### src/rtl/ram_access_arbiter_pkg.sv
// Shared definitions for the RAM access arbiter: RAM command opcodes and FSM states.
package RAM_shared_pkg;

  // Opcodes carried in ram_din[9:8]
  localparam logic [1:0] WR_ADDR = 2'b00;
  localparam logic [1:0] WR_DATA = 2'b01;
  localparam logic [1:0] RD_ADDR = 2'b10;
  localparam logic [1:0] RD_DATA = 2'b11;

  typedef enum logic [1:0] {
    IDLE    = 2'd0,
    CMD1    = 2'd1,
    CMD2    = 2'd2,
    WAIT_RD = 2'd3
  } arb_state_e;

endpackage

### src/rtl/ram_access_arbiter_rr_arbiter.sv
// Combinational round-robin pick: searches from ptr+1 upward, wrapping modulo NREQ.
module rr_arbiter #(
  parameter int NREQ = 2,
  parameter int IDX_W = (NREQ > 1) ? $clog2(NREQ) : 1
) (
  input  logic [NREQ-1:0]  req,
  input  logic [IDX_W-1:0] ptr,
  output logic [NREQ-1:0]  winner,
  output logic [IDX_W-1:0] index,
  output logic             found
);

  int               sum;
  logic [IDX_W-1:0] idx;

  // First requester after the last owner wins; the last owner itself is checked last
  always_comb begin
    winner = '0;
    index  = '0;
    found  = 1'b0;
    sum    = 0;
    idx    = '0;
    for (int k = 1; k <= NREQ; k++) begin
      sum = int'(ptr) + k;
      if (sum >= NREQ) sum = sum - NREQ;
      idx = IDX_W'(sum);
      if (!found && req[idx]) begin
        found       = 1'b1;
        winner[idx] = 1'b1;
        index       = idx;
      end
    end
  end

endmodule

### src/rtl/ram_access_arbiter.sv
// Shares the single-port SPI RAM command port between NREQ requesters. Each granted
// request becomes a two-cycle command pair (address then data); reads then wait for
// the RAM response or a timeout before completing back to the owner.
module ram_access_arbiter
  import RAM_shared_pkg::*;
#(
  parameter int NREQ    = 2,
  parameter int ADDR_W  = 8,
  parameter int TIMEOUT = 15
) (
  input  logic                     clk,
  input  logic                     rst_n,
  input  logic [NREQ-1:0]          req,
  input  logic [NREQ-1:0]          we,
  input  logic [NREQ*ADDR_W-1:0]   addr,
  input  logic [NREQ*ADDR_W-1:0]   wdata,
  output logic [NREQ-1:0]          gnt,
  output logic [NREQ-1:0]          done,
  output logic                     err,
  output logic [ADDR_W-1:0]        rdata,
  output logic [ADDR_W+1:0]        ram_din,
  output logic                     ram_rx_valid,
  input  logic [ADDR_W-1:0]        ram_dout,
  input  logic                     ram_tx_valid
);

  localparam int IDX_W = (NREQ > 1) ? $clog2(NREQ) : 1;
  localparam int CNT_W = $clog2(TIMEOUT + 1);
  localparam logic [CNT_W-1:0] CNT_MAX = CNT_W'(TIMEOUT);
  localparam logic [IDX_W-1:0] PTR_RST = IDX_W'(NREQ - 1);

  arb_state_e state, state_next;

  logic [NREQ-1:0]   pick_onehot;
  logic [IDX_W-1:0]  pick_idx;
  logic              pick_found;
  logic [IDX_W-1:0]  ptr;
  logic [IDX_W-1:0]  owner;
  logic              we_l;
  logic [ADDR_W-1:0] addr_l;
  logic [ADDR_W-1:0] wdata_l;
  logic [CNT_W-1:0]  cnt;
  logic              rd_done;
  logic              accept;
  logic              wr_done;
  logic              rd_ok;
  logic              rd_to;
  logic [ADDR_W-1:0] addr_arr  [NREQ];
  logic [ADDR_W-1:0] wdata_arr [NREQ];

  rr_arbiter #(
    .NREQ  (NREQ),
    .IDX_W (IDX_W)
  ) u_rr (
    .req    (req),
    .ptr    (ptr),
    .winner (pick_onehot),
    .index  (pick_idx),
    .found  (pick_found)
  );

  // Unpack the per-requester address/data buses so the winner can be indexed directly
  always_comb begin
    for (int i = 0; i < NREQ; i++) begin
      addr_arr[i]  = addr[i*ADDR_W +: ADDR_W];
      wdata_arr[i] = wdata[i*ADDR_W +: ADDR_W];
    end
  end

  // Completion goes only to the owner; a write completes combinationally in CMD2
  assign done = (wr_done || rd_done) ? (NREQ'(1) << owner) : '0;

  // Next-state and strobe decode; grants are suppressed while reset is asserted
  always_comb begin
    state_next = state;
    gnt        = '0;
    accept     = 1'b0;
    wr_done    = 1'b0;
    rd_ok      = 1'b0;
    rd_to      = 1'b0;
    case (state)
      IDLE: begin
        if (rst_n && pick_found) begin
          accept     = 1'b1;
          gnt        = pick_onehot;
          state_next = CMD1;
        end
      end
      CMD1: state_next = CMD2;
      CMD2: begin
        if (we_l) begin
          wr_done    = rst_n;
          state_next = IDLE;
        end else begin
          state_next = WAIT_RD;
        end
      end
      WAIT_RD: begin
        if (ram_tx_valid) begin
          rd_ok      = 1'b1;
          state_next = IDLE;
        end else if (cnt == CNT_MAX) begin
          rd_to      = 1'b1;
          state_next = IDLE;
        end
      end
      default: state_next = IDLE;
    endcase
  end

  // State register
  always_ff @(posedge clk) begin
    if (!rst_n) state <= IDLE;
    else        state <= state_next;
  end

  // Latch the winning request; only loaded when a grant is issued
  always_ff @(posedge clk) begin
    if (accept) begin
      owner   <= pick_idx;
      we_l    <= we[pick_idx];
      addr_l  <= addr_arr[pick_idx];
      wdata_l <= wdata_arr[pick_idx];
    end
  end

  // RAM command register, RR pointer, timeout counter and read completion
  always_ff @(posedge clk) begin
    if (!rst_n) begin
      ptr          <= PTR_RST;
      cnt          <= '0;
      rd_done      <= 1'b0;
      err          <= 1'b0;
      rdata        <= '0;
      ram_din      <= '0;
      ram_rx_valid <= 1'b0;
    end else begin
      rd_done <= rd_ok || rd_to;
      err     <= rd_to;
      if (accept) begin
        ptr          <= pick_idx;
        ram_rx_valid <= 1'b1;
        ram_din      <= {we[pick_idx] ? WR_ADDR : RD_ADDR, addr_arr[pick_idx]};
      end else if (state == CMD1) begin
        ram_rx_valid <= 1'b1;
        ram_din      <= {we_l ? WR_DATA : RD_DATA, we_l ? wdata_l : {ADDR_W{1'b0}}};
      end else begin
        ram_rx_valid <= 1'b0;
      end
      if (state == CMD2) begin
        cnt <= '0;
      end else if (state == WAIT_RD && cnt != CNT_MAX) begin
        cnt <= cnt + 1'b1;
      end
      if (rd_ok) begin
        rdata <= ram_dout;
      end else if (rd_to) begin
        rdata <= '0;
      end
    end
  end

endmodule
### config.mk
export PLATFORM = sky130hd
export DESIGN_NAME = ram_access_arbiter
export DESIGN_NICKNAME = d
export VERILOG_FILES = /design/src/rtl/ram_access_arbiter_pkg.sv /design/src/rtl/ram_access_arbiter_rr_arbiter.sv /design/src/rtl/ram_access_arbiter.sv
export SDC_FILE = /design/constraint.sdc
export NUM_CORES = 1
export LEC_CHECK = 0
export ABC_CLOCK_PERIOD_IN_PS = 2800
export BUFFER_PORTS_ARGS = -buffer_cell sky130_fd_sc_hd__clkbuf_2
export CAP_MARGIN = 20
export CORE_UTILIZATION = 44
export DETAILED_ROUTE_END_ITERATION = 16
export HOLD_SLACK_MARGIN = 0.05
export PLACE_DENSITY = 0.75
export SYNTH_ARGS = -nofsm -noshare
export SYNTH_HDL_FRONTEND = slang
export SYNTH_SLANG_ARGS = --single-unit
export TNS_END_PERCENT = 30
### constraint.sdc
create_clock -name clk -period 2.8 [get_ports clk]
set_input_delay 0.42 -clock clk [delete_from_list [all_inputs] [get_ports clk]]
set_output_delay 0.42 -clock clk [all_outputs]
set_load 0.01 [all_outputs]
== Word-level counts from Yosys, hierarchy flattened ==
Cells that the tools add are included.

* Flip-flop bits (word level): 38
* Bits of input ports: 47
* Output and inout port bits: 24
* Word-level logic and storage cells: 98

* Add/subtract/negate cells: 5
* Magnitude comparators: 8
* Eq/ne operators: 7
* Shift-type cells: 1
* Multiplexer cells: 50
* Bitwise logic cells: 3
* Reduce and logical (&&, ||, !) cells: 13

{| class="wikitable"
|+ Operator list
! cell !! count
|-
| $mux 8 || 9
|-
| $mux 1 || 25
|-
| $mux 2 || 11
|-
| $mux 10 || 2
|-
| $pmux 2 s4 || 1
|-
| $lt 1x2->1 const B || 3
|-
| $logic_and 1x1->1 || 5
|-
| $add 4x1->4 const B || 1
|-
| $eq 2x2->1 const B || 2
|-
| $eq 4x4->1 const B || 1
|-
| $ge 2x2->1 const B || 2
|-
| $ne 4x4->1 const B || 1
|-
| $reduce_bool 2->1 || 2
|-
| $add 1x2->3 const B || 1
|-
| $ge 3x2->1 const B || 1
|-
| $ne 3x3->1 const B || 1
|-
| $add 1x1->2 const B || 1
|-
| $demux 1 s1 || 2
|-
| $eq 2x1->1 const B || 1
|-
| $ge 1x1->1 const B || 2
|-
| $logic_not 2->1 || 1
|-
| $logic_or 1x1->1 || 2
|-
| $ne 2x2->1 const B || 1
|-
| $not 1->2 || 1
|-
| other kinds (7) || 8
|}

== Longest topological paths before layout ==
* Depth after elaboration: 14
* Depth in mapped cells: 6
* Mapped depth without buffers: 5

== Modules after synthesis ==
A second synthesis with hierarchy kept.

* Cell total of the unflattened synthesis: 175
* Area, all modules: 1755.4 µm²

{| class="wikitable"
|+ By module, submodules not included
! module !! instances !! cells each !! area an instance (µm²) !! sequential area each (µm²)
|-
| ram_access_arbiter || 1 || 170 || 1722.9 || 860.8
|-
| rr_arbiter || 1 || 5 || 32.5 || 0.0
|}

== Least setup slack after synthesis ==
Ideal clock, no wire load.

* Path kind: input to output
* Start: in rst_n
* End: out gnt[0]
* Arrival: 1148 ps
* Data required time: 2380 ps
* Slack: 1232 ps
* Stages: 2
* Buffers on the path: 0
* Cell sequence: or3b_4 > a211oi_4

* Word-level cells in the longest chain between the ends: 3

{| class="wikitable"
|+ RTL lines
! item !! RTL line !! text
|-
| from (decl) || ram_access_arbiter.sv:12 || <nowiki>input logic rst_n,</nowiki>
|-
| $logic_and 1x1->1 || ram_access_arbiter.sv:83 || <nowiki>if (rst_n && pick_found) begin</nowiki>
|-
| $mux 2 || ram_access_arbiter.sv:83 ||
|-
| $mux 2 || ram_access_arbiter.sv:81 || <nowiki>case (state)</nowiki>
|-
| to (decl) || ram_access_arbiter.sv:17 || <nowiki>output logic [NREQ-1:0] gnt,</nowiki>
|}

Every way passes these cells.

== Final worst setup path ==
* Start: reg state[1]
* End: out gnt[0]

* Word-level cells in the longest chain between the ends: 2

{| class="wikitable"
|+ RTL lines
! item !! RTL line !! text
|-
| from (decl) || ram_access_arbiter.sv:32 || <nowiki>arb_state_e state, state_next;</nowiki>
|-
| from (signal assigned) || ram_access_arbiter.sv:114 || <nowiki>else state <= state_next;</nowiki>
|-
| $logic_not 2->1 || ram_access_arbiter.sv:81 ||
|-
| $mux 2 || ram_access_arbiter.sv:81 ||
|}

Every way passes these cells.

==> summary.txt <==
Setup path
  • Levels on crit path: 4
  • Element type at the critical path end: output pin
  • Critical path startpoint category: flip-flop
  • Crit path max-delay cell type: dfxtp_1
  • Worst path required time: 2.38 ns
  • CP Data Arrival Time: 1.71 ns
  • Setup slack, reg-to-reg: 0.98 ns
  • Reg2Reg Depth: 5
  • Worst reg2reg path endpoint: rdata[1]$_SDFFE_PN0P_
  • CP max stage delay: 0.44 ns
  • CP endpoint: gnt[0]
  • CP max FO: 12
  • CP Class: flip-flop to output pin
  • Bufs and invs on worst path: 2
  • RR Startpoint: cnt[0]$_SDFFE_PP0P_
  • Crit-path leading delay family: flip-flops
  • Critical Path Start: state[1]$_SDFFE_PN0P_
  • Crit path cell chain: or3b_4, a211oi_4, buf_4, clkbuf_2

Layout
  • Post-layout net count: 270
  • Layout cells sized above 1: 0.413
  • Area delta synth->final: 30.7%
  • Filler instances: 298
  • Multi-input gate area: 667 um^2
  • Register area: 861 um^2
  • Diodes inserted: 0

Clock network
  • CTS Hold Buffers Added: 0
  • Num CTS Buffers: 5
  • Clock Tree Root: clkbuf_4
  • Clock-pin slew on the worst setup and hold paths: 0.11 ns
  • Clock Tree Buf Depth: 2
  • H-tree depth: 2
  • CTS tree: done
  • Resized cells post-CTS: 0
  • Clock Latency Late Sink: 0.34 ns
  • TritonCTS Sinks: 38
  • Post-CTS setup buffer count: 0

Global route
  • Vias in the first global route: 1356
  • Met3 Use GR: 0.0643
  • Met2 Track Usage GR: 0.320
  • Global-route wire length before repair: 6090 um
  • Initial antenna violation count: 0
  • Overflow after GRT: 0
  • Largest net degree at the start of global routing: 19
  • GR Layer Usage met1: 0.249
  • Global Route Usage Sum: 0.201
  • Most Crowded Layer GR: met2

Synthesis
  • Sequential area share after synthesis: 0.540
  • Yosys cell types: 36
  • YS warnings: 0
  • Syn_area_per_cell: 10.6 um^2
  • Commonest cells post-synth: dfxtp_1, nor2_1, o21ai_0, a21oi_1, edfxtp_1
  • Post-synth EDFFs: 10
  • Post-Syn Nets: 198
  • Synthesized area: 0.00159 mm^2
  • Most frequent cell after synthesis: dfxtp_1
  • Biggest area consumer among synthesized cells: dfxtp_1
  • Area contributors post-synth: dfxtp_1, edfxtp_1, mux2_2
  • Seq cells post-synth: 38
  • Synth Flop Type: dfxtp_1
  • Async SR Flop Fraction: 0
  • Share of the synthesized area in the top cell type: 0.352
  • Post-synthesis cell count: 150

STA
  • Final Cycle Share: 0.760
  • Clock skew: 0.00674 ns
  • RSZ-0062 raised after global routing: no
  • Max frequency: 470 MHz
  • Setup_tns: 0 ns
  • Final critical path time including I/O delays and setup: 2.13 ns
  • Setup-failing EPs final: 0
  • Slew @ Worst Pin: 0.751 ns
  • Endpoints failing hold: 0
  • Max-Slew Margin vs Limit: 0.498
  • Worst hold slack: 0.304 ns
  • Max Slew Vio Count: 0

Floorplan
  • Die Area: 0.00386 mm^2
  • Cell row count: 21
  • Horiz. Die Dim: 62.2 um
  • Die Y: 62.2 um
  • Initial Util: 0.470
  • I/O pin cnt: 71
  • Core Region: 0.00339 mm^2

Drt
  • Post-DRT Antenna Nets: 0
  • Post-Route WL: 3580 um
  • DRC violations left: 0
  • DRT iter0 DRCs: 141
  • Drt pass-1 iters: 4
  • DR WL/cell: 13.3 um
  • Vias: 1423
  • Vias per cell: 5.29

Placed design
  • IO Port Bufs: 70
  • DP HPWL: 2640 um
  • GPL Wtd Cong: 0.967

Power
  • Pwr Density: 616 mW/mm^2
  • Leak: 0.920 nW
  • Peak supply drop: 0.340 mV
  • Overall Power: 1.28 mW

Outcome
  • Status: completed

Job
  • Max_cap viols: 0

Hold path
  • Hold Crit Class: input pin to flip-flop
area by class of cell:
cell class	instances	area share
Tap cell	46	0.0276
Multi-Input combinational cell	98	0.320
Clock buffer	5	0.0180
Timing Repair Buffer	73	0.179
Inverter	6	0.0108
Clock inverter	3	0.0306
Sequential cell	38	0.413
routing by layer:
metal	up-vias	share of wire
li1	706	-
met1	644	0.44
met2	61	0.47
met3	12	0.066
met4	0	0.029
met5	-	0
how the worst min path moves through the flow:
stage | startpoint | end | slack (ns) | cells past startpoint
6_report | ram_tx_valid | err$_SDFF_PN0_ | 0.30 | 2
5_1_grt | ram_tx_valid | err$_SDFF_PN0_ | 0.28 | 2
4_1_cts | ram_tx_valid | err$_SDFF_PN0_ | 0.28 | 2
3_5_place_dp | ram_din[8]$_SDFFE_PN0P_ | ram_din[8]$_SDFFE_PN0P_ | 0.48 | 2
3_3_place_gp | ram_din[8]$_SDFFE_PN0P_ | ram_din[8]$_SDFFE_PN0P_ | 0.46 | 2
2_1_floorplan | cnt[1]$_SDFFE_PP0P_ | cnt[1]$_SDFFE_PP0P_ | 0.47 | 2
through the flow:
stage          cells  setup WS, ns  utilization  instance area (um^2)
2_1_floorplan    150          1.23            -                  1590
3_3_place_gp     261         0.825        0.584                  1980
3_5_place_dp     261         0.795        0.584                  1980
4_1_cts          269         0.664        0.614                  2080
5_1_grt          269         0.573        0.614                  2080
6_report         269         0.672        0.614                  2080
cells in the final DEF (no fill, tap or decap), types with 3 or more instances in the layout:
cell type and n:
clkbuf_2 70, dfxtp_1 28, o21ai_0 15, nor2_1 15, a21oi_1 11, edfxtp_1 10, mux2_2 9, a22oi_1 9
a222oi_1 7, inv_1 6, clkbuf_4 5, nand2_1 4, and3_1 3, buf_4 3
sequential cells by signal, summed over array words and instances, names as in the netlist:
signal / flops
wdata_l: 8
owner: 1
rd_done: 1
cnt: 4
err: 1
rdata: 8
we_l: 1
ptr: 1
ram_din: 10
state: 2
ram_rx_valid: 1
cell families after synthesis:
family,after synthesis,synth area share
AO/OA/AOI/OAI,53,0.231
multiplexers,10,0.0699
flip-flops,38,0.540
AND/OR/NAND/NOR,32,0.0990
adder cells (fa/ha/maj),1,0.00785
XOR/XNOR,2,0.0110
buffers and inverters,14,0.0408
report_power, final:
part / internal (mW) / switching (mW) / leakage (nW)
clock: 0.275 / 0.175 / 0.0528
combinational: 0.0944 / 0.104 / 0.544
sequential: 0.607 / 0.0265 / 0.323
total: 0.977 / 0.306 / 0.920
(Power assumes the default switching activity.)
